`src/rtl/config_latch_bank_if.sv`:
```
// Request/readback port of the configuration latch bank.
// The master side issues row requests; the slave side is the bank.
interface config_latch_bank_if #(
  parameter int ADDR_WIDTH = 3,
  parameter int BL_WIDTH   = 16
);
  logic                  cfg_valid;
  logic                  cfg_ready;
  logic                  cfg_we;
  logic [ADDR_WIDTH-1:0] cfg_addr;
  logic [BL_WIDTH-1:0]   cfg_wdata;
  logic                  cfg_lock;
  logic                  rd_valid;
  logic [BL_WIDTH-1:0]   rd_data;
  logic                  err;

  modport master (
    output cfg_valid,
    output cfg_we,
    output cfg_addr,
    output cfg_wdata,
    output cfg_lock,
    input  cfg_ready,
    input  rd_valid,
    input  rd_data,
    input  err
  );

  modport slave (
    input  cfg_valid,
    input  cfg_we,
    input  cfg_addr,
    input  cfg_wdata,
    input  cfg_lock,
    output cfg_ready,
    output rd_valid,
    output rd_data,
    output err
  );
endinterface

```
`src/rtl/config_latch_bank.sv`:
```
// WL_COUNT x BL_WIDTH configuration latch array with sequenced
// bit-line setup / word-line strobe writes and row readback.
module config_latch_bank #(
  parameter int WL_COUNT   = 8,
  parameter int BL_WIDTH   = 16,
  parameter int ADDR_WIDTH = 3
) (
  input  logic                         clk,
  input  logic                         reset,
  config_latch_bank_if.slave           cfg,
  output logic [WL_COUNT*BL_WIDTH-1:0] Q,
  output logic [WL_COUNT*BL_WIDTH-1:0] Qb
);
  typedef enum logic [1:0] {
    IDLE,
    SETUP,
    STROBE,
    READ
  } state_t;

  localparam logic [ADDR_WIDTH:0] ROW_LIM =
    (ADDR_WIDTH+1)'(WL_COUNT);

  state_t                state;
  logic                  ready;
  logic                  rd_valid;
  logic                  err;
  logic [BL_WIDTH-1:0]   rd_data;
  logic [ADDR_WIDTH-1:0] addr;
  logic [BL_WIDTH-1:0]   bl;
  logic [WL_COUNT-1:0]   wl;
  logic [BL_WIDTH-1:0]   rows [WL_COUNT];
  logic                  accept;
  logic                  bad;

  assign accept = cfg.cfg_valid && ready;
  assign bad    = ({1'b0, cfg.cfg_addr} >= ROW_LIM)
               || (cfg.cfg_we && cfg.cfg_lock);

  always_ff @(posedge clk) begin
    if (!reset) begin
      state    <= IDLE;
      ready    <= 1'b0;
      rd_valid <= 1'b0;
      err      <= 1'b0;
      rd_data  <= '0;
      addr     <= '0;
      bl       <= '0;
      wl       <= '0;
      for (int r = 0; r < WL_COUNT; r++)
        rows[r] <= '0;
    end else begin
      rd_valid <= 1'b0;
      err      <= 1'b0;
      unique case (state)
        IDLE: begin
          ready <= 1'b1;
          if (accept) begin
            addr <= cfg.cfg_addr;
            bl   <= cfg.cfg_wdata;
            if (bad) begin
              err <= 1'b1;
            end else if (cfg.cfg_we) begin
              state <= SETUP;
              ready <= 1'b0;
            end else begin
              state <= READ;
              ready <= 1'b0;
            end
          end
        end
        SETUP: begin
          for (int r = 0; r < WL_COUNT; r++)
            wl[r] <= (addr == ADDR_WIDTH'(r));
          state <= STROBE;
        end
        STROBE: begin
          // only the strobed word-line captures the bit-lines
          for (int r = 0; r < WL_COUNT; r++)
            if (wl[r]) rows[r] <= bl;
          wl    <= '0;
          state <= IDLE;
          ready <= 1'b1;
        end
        READ: begin
          rd_data  <= rows[addr];
          rd_valid <= 1'b1;
          ready    <= 1'b1;
          state    <= IDLE;
        end
        default: state <= IDLE;
      endcase
    end
  end

  for (genvar r = 0; r < WL_COUNT; r++) begin : g_q
    assign Q[r*BL_WIDTH +: BL_WIDTH] = rows[r];
  end

  assign Qb = ~Q;

  assign cfg.cfg_ready = ready;
  assign cfg.rd_valid  = rd_valid;
  assign cfg.rd_data   = rd_data;
  assign cfg.err       = err;
endmodule

```
`src/flat_wrapper.sv`:
```
// flat-port wrapper written by rule: the top's interface ports become plain ports
module config_latch_bank_flat 
#(
  parameter int WL_COUNT   = 8,
  parameter int BL_WIDTH   = 16,
  parameter int ADDR_WIDTH = 3
)
  (clk, reset, Q, Qb, cfg_cfg_valid, cfg_cfg_we, cfg_cfg_addr, cfg_cfg_wdata, cfg_cfg_lock, cfg_cfg_ready, cfg_rd_valid, cfg_rd_data, cfg_err);
  config_latch_bank_if #(.ADDR_WIDTH(ADDR_WIDTH), .BL_WIDTH(BL_WIDTH)) cfg_i ();
  input  logic clk;
  input  logic reset;
  output logic [WL_COUNT*BL_WIDTH-1:0] Q;
  output logic [WL_COUNT*BL_WIDTH-1:0] Qb;
  input wire logic [$bits(cfg_i.cfg_valid)-1:0] cfg_cfg_valid;
  input wire logic [$bits(cfg_i.cfg_we)-1:0] cfg_cfg_we;
  input wire logic [$bits(cfg_i.cfg_addr)-1:0] cfg_cfg_addr;
  input wire logic [$bits(cfg_i.cfg_wdata)-1:0] cfg_cfg_wdata;
  input wire logic [$bits(cfg_i.cfg_lock)-1:0] cfg_cfg_lock;
  output wire logic [$bits(cfg_i.cfg_ready)-1:0] cfg_cfg_ready;
  output wire logic [$bits(cfg_i.rd_valid)-1:0] cfg_rd_valid;
  output wire logic [$bits(cfg_i.rd_data)-1:0] cfg_rd_data;
  output wire logic [$bits(cfg_i.err)-1:0] cfg_err;
  assign cfg_i.cfg_valid = cfg_cfg_valid;
  assign cfg_i.cfg_we = cfg_cfg_we;
  assign cfg_i.cfg_addr = cfg_cfg_addr;
  assign cfg_i.cfg_wdata = cfg_cfg_wdata;
  assign cfg_i.cfg_lock = cfg_cfg_lock;
  assign cfg_cfg_ready = cfg_i.cfg_ready;
  assign cfg_rd_valid = cfg_i.rd_valid;
  assign cfg_rd_data = cfg_i.rd_data;
  assign cfg_err = cfg_i.err;
  config_latch_bank #(.WL_COUNT(WL_COUNT), .BL_WIDTH(BL_WIDTH), .ADDR_WIDTH(ADDR_WIDTH)) u_core (.clk(clk), .reset(reset), .cfg(cfg_i), .Q(Q), .Qb(Qb));
endmodule
```
`config.mk`:
```
export PLATFORM = sky130hd
export DESIGN_NAME = config_latch_bank_flat
export DESIGN_NICKNAME = d
export VERILOG_FILES = /design/src/rtl/config_latch_bank_if.sv /design/src/rtl/config_latch_bank.sv /design/src/flat_wrapper.sv
export SDC_FILE = /design/constraint.sdc
export NUM_CORES = 1
export LEC_CHECK = 0
export BUFFER_PORTS_ARGS = -buffer_cell sky130_fd_sc_hd__buf_4
export CAP_MARGIN = 30
export CORE_ASPECT_RATIO = 1.4
export CORE_MARGIN = 5
export CORE_UTILIZATION = 26
export DETAILED_ROUTE_END_ITERATION = 10
export MAX_ROUTING_LAYER = met4
export PLACE_DENSITY_LB_ADDON = 0.1
export SLEW_MARGIN = 20
export SYNTH_ARGS = -nofsm -noshare
export SYNTH_HDL_FRONTEND = slang
export SYNTH_SLANG_ARGS = --single-unit
```
`constraint.sdc`:
```
create_clock -name clk -period 2.6 [get_ports clk]
set_clock_uncertainty 0.05 [all_clocks]
set_input_delay 0.13 -clock clk [delete_from_list [all_inputs] [get_ports clk]]
set_output_delay 0.13 -clock clk [all_outputs]
set_load 0.005 [all_outputs]
```
* After elaboration in Yosys (flattened, before gate mapping)
Memories as Yosys holds them, arrays and structs flattened. A register that Yosys moved wholly into a read port is not among the register bits.
Index checks and enable logic that the tools add are counted.
** Cells by class
- Bitwise operators :: 9
- Magnitude comparators :: 0
- Multiply operators :: 0
- Reduce and logical (&&, ||, !) cells :: 11
- Shifts and indexed selects :: 0
- Equality and inequality tests :: 12
- $add $sub $neg :: 0
- Div/mod/pow operators :: 0
- Muxes and demuxes :: 50
** Operators by type and width (number)
- $mux W16 :: 8
- $not A128 Y128 :: 1
- $mux W1 :: 36
- $pmux W8 S2 :: 1
- $eq A3 B3 Y1 const B :: 4
- $or A1 B1 Y1 :: 8
- $eq A3 B2 Y1 const B :: 2
- $mux W2 :: 3
- $pmux W2 S3 :: 1
- $eq A2 B2 Y1 const B :: 2
- $reduce_and A2 Y1 :: 2
- $reduce_bool A2 Y1 :: 2
- $eq A3 B1 Y1 const B :: 1
- $logic_not A3 Y1 :: 1
- $reduce_and A3 Y1 :: 1
- $eq A2 B1 Y1 const B :: 1
- $logic_and A1 B1 Y1 :: 2
- $logic_not A2 Y1 :: 1
- $ne A2 B1 Y1 const B :: 1
- $ne A2 B2 Y1 const B :: 1
- $pmux W1 S2 :: 1
- $reduce_or A2 Y1 :: 1
- $logic_not A1 Y1 :: 1
** Word-level totals
- Bits in latches :: 0
- Memory bits (read-only) :: 0
- Memories :: 1
- Output and inout port bits :: 275
- Input bits :: 24
- Word-level logic and storage cells :: 90
- Memory bits (writable) :: 128
- Flip-flop bits (word level) :: 32
** Memories
- u_core.rows :: depth 8, width 16, rd ports 9, clocked after memory_dff 1, write ports 8, line config_latch_bank.sv:32 : logic [BL_WIDTH-1:0] rows [WL_COUNT];

* Depth between registers and ports, before layout
- Depth after elaboration :: 5
- Depth in mapped cells :: 6

* Worst setup path after synthesis
Ideal clock, no wire load.
- Path type :: register -> register
- Start :: reg u_core.state[0]
- End :: mem u_core.rows[3][0], enable pin
- Path buffers :: 2
- Stages on the path, launching flop included :: 7
- Period minus slack after synthesis :: 2103 ps
- Path slack :: 497 ps
- Data arrival time :: 1689 ps
- Library setup time :: 364 ps
- Data required time :: 2186 ps
- Path through :: dfxtp_1 -> inv_1 -> ha_1 -> clkbuf_1 -> nand2_1 -> clkbuf_1 -> nand2_1
** RTL lines
- start: declaration :: line config_latch_bank.sv:24 : state_t state;
- start signal: assignment :: line config_latch_bank.sv:42 : state <= IDLE;
- start signal: assignment :: line config_latch_bank.sv:64 : state <= SETUP;
- start signal: assignment :: line config_latch_bank.sv:67 : state <= READ;
- end: declaration :: line config_latch_bank.sv:32

==> flow_metrics.tcl <==
set metrics [dict create \
    critical_path_peak_fanout 11 \
    clk_pin_slew_ps 60 \
    dpl.hpwl_microns 20700 \
    cts_tree "done" \
    slew_headroom 0.559 \
    grt.total_usage 0.165 \
    port_buffers 298 \
    antenna_found_initial 0 \
    worst-r2r-cell-count 5 \
    clock_sinks 176 \
    pwr_density_cell_nw_per_um2 703 \
    grt_max_degree 57 \
    synth.distinct_cells 31 \
    startpoint "u_core.state[0]" \
    max_stage_delay_ps 460 \
    cts_setup_buffers 0 \
    grt_pass1_vias 6085 \
    io_pins 299 \
    hold_viol_final 0 \
    min-delay-start "cfg_cfg_valid" \
    crit_path_top_delay_cell "ha_1" \
    numCtsBuffers 17 \
    grt_pass1_wl_microns 39000 \
    synthCells 683 \
    p_leak_nw 4.89 \
    routed_wl_microns 26800 \
    r2r_slack_ps 680 \
    dr_total_vias 5963 \
    worstMarginPinSlew_ps 659 \
    fp.dieW_microns 155 \
    required_ps 2680 \
    wire_per_inst_microns 19.1 \
    nets 1039 \
    initial_utilization 0.262 \
    drc 0 \
    period_minus_slack_ps 1920 \
    hold_path_end "u_core.state[0]" \
    die-area_sq_um 32900 \
    core-area_sq_um 29100 \
    tns_ps 0 \
    dieHeight_microns 213 \
    gr-total-overflow 0 \
    vdd_drop_max_mv 0.441 \
    min_period_over_period 0.738 \
    vias_per_cell 4.25 \
    crit_buf_inv 2 \
    gp_congestion 0.751 \
    crit_type "reg -> reg" \
    cpMostUsedCell "nand2_1" \
    max_freq_mhz 521 \
    synth_area_per_cell_sq_um 11.2 \
    row_count 74 \
    first_pass_iters 4 \
    clkLatencyLatePin_ps 420 \
    setup_violations 0 \
    htreeDepth 4 \
    cts_root_buf "clkbuf_16" \
    drv_slew 0 \
    stdcell_area_sq_um 11300 \
    arrival_ps 2000 \
    yosysSeqAreaShare 0.631 \
    clock_path_buffers 2 \
    critPathCaptureType "flop" \
    hp-class "in -> reg" \
    status "finished clean" \
    diodes 0 \
    placed_area_sq_um 10400 \
    hold_depth 4 \
    crit_chain "inv_1 -> ha_1 -> nand2_1 -> nand2_1 -> buf_12" \
    syn_nets 713 \
    rsz0062_at_grt "no" \
    drive_above_1_share 0.357 \
    syn_to_final_growth_pct 47.7 \
    reg2reg_from "u_core.state[0]" \
    crit_family "adder cells" \
    first_iter_violations 284 \
    startpoint_type "flop" \
    syn_area_sq_um 7620 \
    ys_ff_latch 176 \
    max_cap_violations 0 \
    postRouteAntennaNets 0 \
    reg2reg_to "u_core.rows[3][6]" \
    yosysWarnings 0 \
]
[per-layer routing]
metal / global-route usage / wire, microns / vias up
li1: - / - / 2894
met1: 0.176 / 9710 / 2869
met2: 0.317 / 15600 / 177
met3: 0.0271 / 1190 / 23
met4: 0.0390 / 329 / 0
met5: - / 0 / -
[cell usage after synthesis]
cell	n	area (sq um)
nand3b_1	1	7.51
buf_4	3	22.5
o211ai_1	1	7.51
ha_1	6	75.1
edfxtp_1	128	3840
a32oi_1	2	17.5
nand3_1	9	45.0
o21a_1	14	105
nor2b_1	3	18.8
nand2b_1	8	50.1
buf_6	4	45.0
buf_2	5	25.0
and3b_1	1	8.76
a31o_2	1	8.76
and3_1	1	6.26
a221oi_1	14	123
o21ai_0	18	90.1
clkbuf_1	20	75.1
nand4_1	2	12.5
nor2_1	116	435
mux4_2	15	338
inv_1	149	559
o211a_1	1	10.0
mux2i_1	36	360
a21oi_1	18	90.1
and2_1	1	6.26
nand2_1	44	165
a21boi_0	12	90.1
dfxtp_1	48	961
nor3_1	1	5.00
nor3b_2	1	12.5
[tightest hold or removal path, cell delays in order]
cell,delay [ps]
buf_4,100
nand3_1,100
nand3_1,90
a21boi_0,60
[power breakdown]
group | switching (W) | internal, W
sequential | 0.000215 | 0.00328
combinational | 0.000742 | 0.000686
clock | 0.00106 | 0.00193
[cells in the final DEF (no fill, tap or decap), types with 2 or more instances in the layout]
cell type,netlist,final
buf_4,3,315
inv_1,149,149
edfxtp_1,128,128
nor2_1,116,116
dfxtp_1,48,46
nand2_1,44,44
mux2i_1,36,36
dlygate4sd3_1,0,21
a21oi_1,18,18
o21ai_0,18,18
clkbuf_16,0,17
mux4_2,15,15
a221oi_1,14,14
o21a_1,14,14
a21boi_0,12,12
nand3_1,9,9
nand2b_1,8,8
bufinv_16,0,7
ha_1,6,6
clkbuf_1,20,4
nor2b_1,3,3
buf_12,0,3
a32oi_1,2,2
nand4_1,2,2
clkinv_4,0,2
[worst max path at each step]
stage                        end  slack (ps)  depth (start not counted)
6_report       u_core.rows[3][6]         680                          5
3_5_place_dp   u_core.rows[1][4]         650                          5
3_3_place_gp   u_core.rows[3][1]         690                          5
5_1_grt        u_core.rows[1][6]         490                          5
4_1_cts        u_core.rows[1][6]         650                          5
2_1_floorplan  u_core.rows[3][0]         500                          6
[flip-flops by register name (all words and copies together), names as in the netlist]
signal                cells
u_core.rows             128
u_core.bl                16
u_core.cfg.rd_data       16
u_core.wl                 8
u_core.addr               3
u_core.state              2
u_core.cfg.cfg_ready      1
u_core.cfg.err            1
u_core.cfg.rd_valid       1
[logic make-up (layout without fill, tap and decap cells)]
family	count (synthesis)	after routing	share of synthesized area
AND/OR/NAND/NOR	188	188	0.101
buffers and inverters	181	520	0.0954
flip-flops	176	176	0.631
AO/OA/AOI/OAI	81	81	0.0711
multiplexers	51	51	0.0916
adder cells (fa/ha/maj)	6	6	0.00985
[timing repair]
action / in CTS / in global routing
endpoints found under the hold margin: 20 / 0
resized for setup: 0 / 0
hold buffers: 21 / 0
[layout make-up]
type	count	area [sq um]
clock buffers	22	454
clock inverters	10	233
fillers	2920	17800
inverters	149	559
multi-input cells	326	2090
flip-flops and latches	176	4810
well taps	380	475
repair buffers	339	2640
[metrics by stage]
stage	hold slack, ps	instances	util	setup WS (ps)	total power, W
6_report	60.4	1402	0.387	681	0.00791
5_1_grt	88.5	1402	0.387	492	0.00828
4_1_cts	50.4	1402	0.387	646	0.00803
3_5_place_dp	325	1349	0.356	653	0.00501
3_3_place_gp	320	1349	0.356	693	0.00500
2_1_floorplan	225	683	-	497	0.00417
Power figures use the tool's default switching activity.
